<file path="src/rtl/ram_mover_pkg.sv">
// Shared definitions for the RAM block mover: opcode encodings, FSM states and
// default geometry of the 256x64 data RAM.
package ram_mover_pkg;

  localparam int unsigned DefAddrW = 8;
  localparam int unsigned DefDataW = 64;

  localparam logic OP_COPY = 1'b0;
  localparam logic OP_FILL = 1'b1;

  typedef enum logic [2:0] {
    StIdle,
    StRd,
    StWr,
    StFillw,
    StDone
  } state_e;

endpackage

</file>
<file path="src/rtl/ram_block_mover.sv">
// Command-driven COPY/FILL engine that masters the single-port RAM while busy.
// All outputs are registered and are computed from the next state.
module ram_block_mover
  import ram_mover_pkg::*;
#(
  parameter int unsigned ADDR_W = DefAddrW,
  parameter int unsigned DATA_W = DefDataW
) (
  input  logic              clock,
  input  logic              reset,
  input  logic              cmd_valid,
  output logic              cmd_ready,
  input  logic              cmd_op,
  input  logic [ADDR_W-1:0] cmd_src,
  input  logic [ADDR_W-1:0] cmd_dst,
  input  logic [ADDR_W-1:0] cmd_len,
  input  logic [DATA_W-1:0] cmd_fill,
  output logic              busy,
  output logic              done,
  output logic [ADDR_W-1:0] mem_address,
  output logic              mem_write,
  output logic [DATA_W-1:0] mem_wdata,
  input  logic [DATA_W-1:0] mem_rdata
);

  state_e            state_q, state_d;
  logic [ADDR_W-1:0] src_q, src_d;
  logic [ADDR_W-1:0] dst_q, dst_d;
  logic [ADDR_W-1:0] rem_q, rem_d;

  logic              ready_d, busy_d, done_d, write_d;
  logic [ADDR_W-1:0] address_d;
  logic [DATA_W-1:0] wdata_d;
  logic              accept;

  assign accept = cmd_valid && cmd_ready;

  always_comb begin
    state_d   = state_q;
    src_d     = src_q;
    dst_d     = dst_q;
    rem_d     = rem_q;
    ready_d   = cmd_ready;
    busy_d    = busy;
    done_d    = 1'b0;
    write_d   = 1'b0;
    address_d = mem_address;
    wdata_d   = mem_wdata;

    unique case (state_q)
      StIdle: begin
        if (accept) begin
          ready_d = 1'b0;
          busy_d  = 1'b1;
          dst_d   = cmd_dst;
          rem_d   = cmd_len;
          if (cmd_op == OP_FILL) begin
            // mem_wdata keeps the pattern for the whole fill
            state_d   = StFillw;
            address_d = cmd_dst;
            wdata_d   = cmd_fill;
            write_d   = 1'b1;
          end else begin
            state_d   = StRd;
            src_d     = cmd_src;
            address_d = cmd_src;
          end
        end
      end

      StRd: begin
        // RAM sampled the address on the mid-cycle negedge; data is valid now
        state_d   = StWr;
        address_d = dst_q;
        wdata_d   = mem_rdata;
        write_d   = 1'b1;
      end

      StWr: begin
        if (rem_q == '0) begin
          state_d = StDone;
          done_d  = 1'b1;
          busy_d  = 1'b0;
        end else begin
          state_d   = StRd;
          src_d     = src_q + ADDR_W'(1);
          dst_d     = dst_q + ADDR_W'(1);
          rem_d     = rem_q - ADDR_W'(1);
          address_d = src_q + ADDR_W'(1);
        end
      end

      StFillw: begin
        if (rem_q == '0) begin
          state_d = StDone;
          done_d  = 1'b1;
          busy_d  = 1'b0;
        end else begin
          dst_d     = dst_q + ADDR_W'(1);
          rem_d     = rem_q - ADDR_W'(1);
          address_d = dst_q + ADDR_W'(1);
          write_d   = 1'b1;
        end
      end

      StDone: begin
        state_d = StIdle;
        ready_d = 1'b1;
      end

      default: begin
        state_d = StIdle;
        ready_d = 1'b1;
        busy_d  = 1'b0;
      end
    endcase
  end

  always_ff @(posedge clock or posedge reset) begin
    if (reset) begin
      state_q     <= StIdle;
      src_q       <= '0;
      dst_q       <= '0;
      rem_q       <= '0;
      cmd_ready   <= 1'b1;
      busy        <= 1'b0;
      done        <= 1'b0;
      mem_write   <= 1'b0;
      mem_address <= '0;
      mem_wdata   <= '0;
    end else begin
      state_q     <= state_d;
      src_q       <= src_d;
      dst_q       <= dst_d;
      rem_q       <= rem_d;
      cmd_ready   <= ready_d;
      busy        <= busy_d;
      done        <= done_d;
      mem_write   <= write_d;
      mem_address <= address_d;
      mem_wdata   <= wdata_d;
    end
  end

endmodule

</file>
<file path="config.mk">
export PLATFORM = sky130hd
export DESIGN_NAME = ram_block_mover
export DESIGN_NICKNAME = d
export VERILOG_FILES = /design/src/rtl/ram_mover_pkg.sv /design/src/rtl/ram_block_mover.sv
export SDC_FILE = /design/constraint.sdc
export NUM_CORES = 1
export LEC_CHECK = 0
export BUFFER_PORTS_ARGS = -buffer_cell sky130_fd_sc_hd__buf_2
export CORE_ASPECT_RATIO = 1.25
export CORE_MARGIN = 5
export CORE_UTILIZATION = 52
export CTS_BUF_LIST = sky130_fd_sc_hd__clkbuf_16
export DETAILED_ROUTE_END_ITERATION = 7
export PLACE_DENSITY = 0.95
export SETUP_SLACK_MARGIN = 0.2
export SLEW_MARGIN = 20
export SYNTH_ARGS = -nofsm -noshare
export SYNTH_HDL_FRONTEND = slang
export SYNTH_SLANG_ARGS = --single-unit
</file>
<file path="constraint.sdc">
create_clock -name clock -period 9.6 [get_ports clock]
set_clock_uncertainty 0.05 [all_clocks]
set_input_delay 2.88 -clock clock [delete_from_list [all_inputs] [get_ports clock]]
set_output_delay 2.88 -clock clock [all_outputs]
set_load 0.05 [all_outputs]
</file>
==> flow_summary.ini <==
[worst_setup_path]
cp_top_family = simple AND/OR/NAND/NOR gates
cp.required_ps = 9760
crit_slowest_cell = or3_4
path_cells = buf_2 > a31oi_1 > or3_4 > buf_16 > nand2_1 > o21ai_0
cp_num_buf_inv = 2
path_max_fanout = 84
crit_type = primary input to register
cp.arrival_ps = 4290
setup.worst_path.start_class = primary input
crit_path_end_kind = register
slowest_delay_ps = 540

[timing]
rsz0062_at_grt = false
timing.final.ws_setup_ps = 5470
drv_slew = 0
fin_setup_tns_ps = 0
worst_pin_slew_ps = 1020
hold_viol_final = 0
finalSetupViolCount = 0
clock.fmax_mhz = 242
max-slew-margin-rel = 0.317
fin_crit_sh = 0.430
period_needed_ps = 4130

[route]
totalWireLength_um = 16100
wl_per_cell_um = 17.7
vias = 5075
drt_first_iter_violations = 221
vias_per_cell = 5.57
dr.pass1.iters = 5
postRouteAntennaNets = 0
drc = 0

[synthesis]
synth_area_leaders = dfrtp_1 47%, mux2i_1 13%, o21ai_0 8.3%, nand2_1 6.4%, a21oi_1 3.4%
synthAdderAreaFrac = 0.00920
synth_mux_area_frac = 0.141
synth-main-ff-cell = dfrtp_1
yosysTopAreaCell = dfrtp_1
synth_warnings = 0
netlist_area_um2 = 5440
async_flop_share = 1.00
ys_ff_latch = 103
synth_area_per_cell_um2 = 9.48
synth_top_area_frac = 0.469
synth_edf_count = 0
synth_compound_area_frac = 0.178
yosysSeqAreaShare = 0.474
synth.distinct_cells = 57
synth_top_family_by_area = compound AO/OA/AOI/OAI gates
synth_xor_area_frac = 0.0145
synthSimpleGateAreaFrac = 0.138
synth_nets = 734
syn_inst = 574

[clocking]
cts.clk_slew.worst_paths_ps = 70
cts_max_path_buffers = 2
postCtsHoldBufs = 0
ctsResizeCount = 0
cts_buffers = 9
postCtsSetupRepairBufs = 0
htreeDepth = 3
cts.sinks = 103
cts_tree = built
clock_latency_ps = 340
cts_root_buf = clkbuf_16

[finish]
multiInputGateArea_um2 = 2620
areaGrowthSynthToFinish_pct = 26.5
register_area_um2 = 2580
n_antenna_cell = 0
instances_no_fill = 911
drive_gt1_frac = 0.343
finalInstanceArea_um2 = 6890
fillCellCount = 778
nNetsFinal = 937

[floorplan]
die_area_um2 = 12600
design.core.area_um2 = 10200
start_util = 0.536
die_x_um = 102
chipHeight_um = 124
ioPinCount = 232
rows = 41

[power_and_ir_drop]
irDropWorstVdd_v = 0.000228
p_leak_nw = 3.32
powerDensity_nw_per_um2 = 380
total_power_mw = 2.62

[placed_design]
gp_congestion = 0.951
placed_cell_area_um2 = 6570
port-buffer-count = 231
post-place-ws_ps = 4970
dp_hpwl_um = 12400
dp.cells = 894

[grt]
grt_max_degree = 131
grt_pass1_vias = 4926
antenna_found_initial = 0
grt_first_pass_wirelength_um = 24700
grt.overflow.total = 0
grt_usage = 0.249

[flow_run]
drv_cap = 0

[worst_hold_path]
hold_path.class = register to register

[outcome]
outcome = completed
## state kept, by name (all words and copies together) (netlist names), 3 cells and up
register     flops
src_q            8
mem_address      8
rem_q            8
state_q          3
mem_wdata       64
dst_q            8
## report_power, final
| group | total (mW) | internal (mW) | switching, mW | leakage, nW |
|---|---|---|---|---|
| Sequential | 0.785 | 0.639 | 0.146 | 1.24 |
| Clock | 0.357 | 0.200 | 0.156 | 0.146 |
| Combinational | 1.47 | 0.413 | 1.06 | 1.93 |
## cell families after synthesis
kind of cell	Yosys count
compound gates	170
xor+xnor	9
fa+ha+maj	4
buf+inv	50
flops	103
mux	76
simple gates	162
## per-layer routing
layer,track usage,vias up,share of wire
li1,-,2434,-
met1,0.279,2319,0.34
met2,0.422,277,0.49
met3,0.0846,45,0.13
met4,0.108,0,0.040
met5,0,-,0
## layout make-up
class / count / area share
inverter: 7 / 0.00418
multi-input combinational: 421 / 0.381
tap: 129 / 0.0234
clock buffer: 9 / 0.0327
sequential: 103 / 0.374
timing repair buffer: 235 / 0.175
clock inverter: 7 / 0.00927
## tightest hold or removal path, cell delays in order (launching register included)
cell and delay (ps):
dfrtp_1 340, nand2_1 40, o21ai_0 60
## path summary, 6_finish.rpt
| path | from | to | slack, ps | cells after the start |
|---|---|---|---|---|
| worst max-delay path | cmd_op | mem_wdata[33] | 5470 | 6 |
| worst min-delay path | mem_wdata[35] | mem_wdata[35] | 430 | 2 |
| worst max register to register | state_q[1] | mem_wdata[61] | 7000 | 6 |
| worst min register to register | mem_wdata[35] | mem_wdata[35] | 430 | 2 |
| max in group asynchronous | reset | mem_wdata[61] | 5820 | 3 |
| min in group asynchronous | reset | mem_wdata[43] | 2570 | 2 |
## cells in the mapped netlist, types with 3 or more instances
cell type / number
dfrtp_1: 102
buf_2: 10
mux2i_1: 70
a21oi_1: 37
and3_1: 6
xor2_1: 4
nand3_1: 16
o21ai_0: 90
clkbuf_1: 23
inv_1: 6
nor2_1: 11
buf_6: 5
a21o_1: 3
nor3_1: 6
xnor2_1: 5
nor2b_1: 5
nand2b_1: 10
o22ai_1: 11
mux2_2: 6
ha_1: 4
a22o_1: 3
nand2_1: 93
## through the flow
stage,util,hold slack (ps)
6_report,0.678,426
3_5_place_dp,0.647,416
5_1_grt,0.678,452
2_1_floorplan,-,438
4_1_cts,0.675,431
3_3_place_gp,0.647,407
## layout by cell type, fill, tap and decap left out, types with 9 or more instances in the layout
cell type and count:
a21oi_1 37, nand3_1 16, nor2_1 11, nand2_1 93
o22ai_1 11, clkbuf_16 9, nand2b_1 10, o21ai_0 90
dfrtp_1 102, mux2i_1 70, buf_2 231
(Power assumes the default switching activity.)
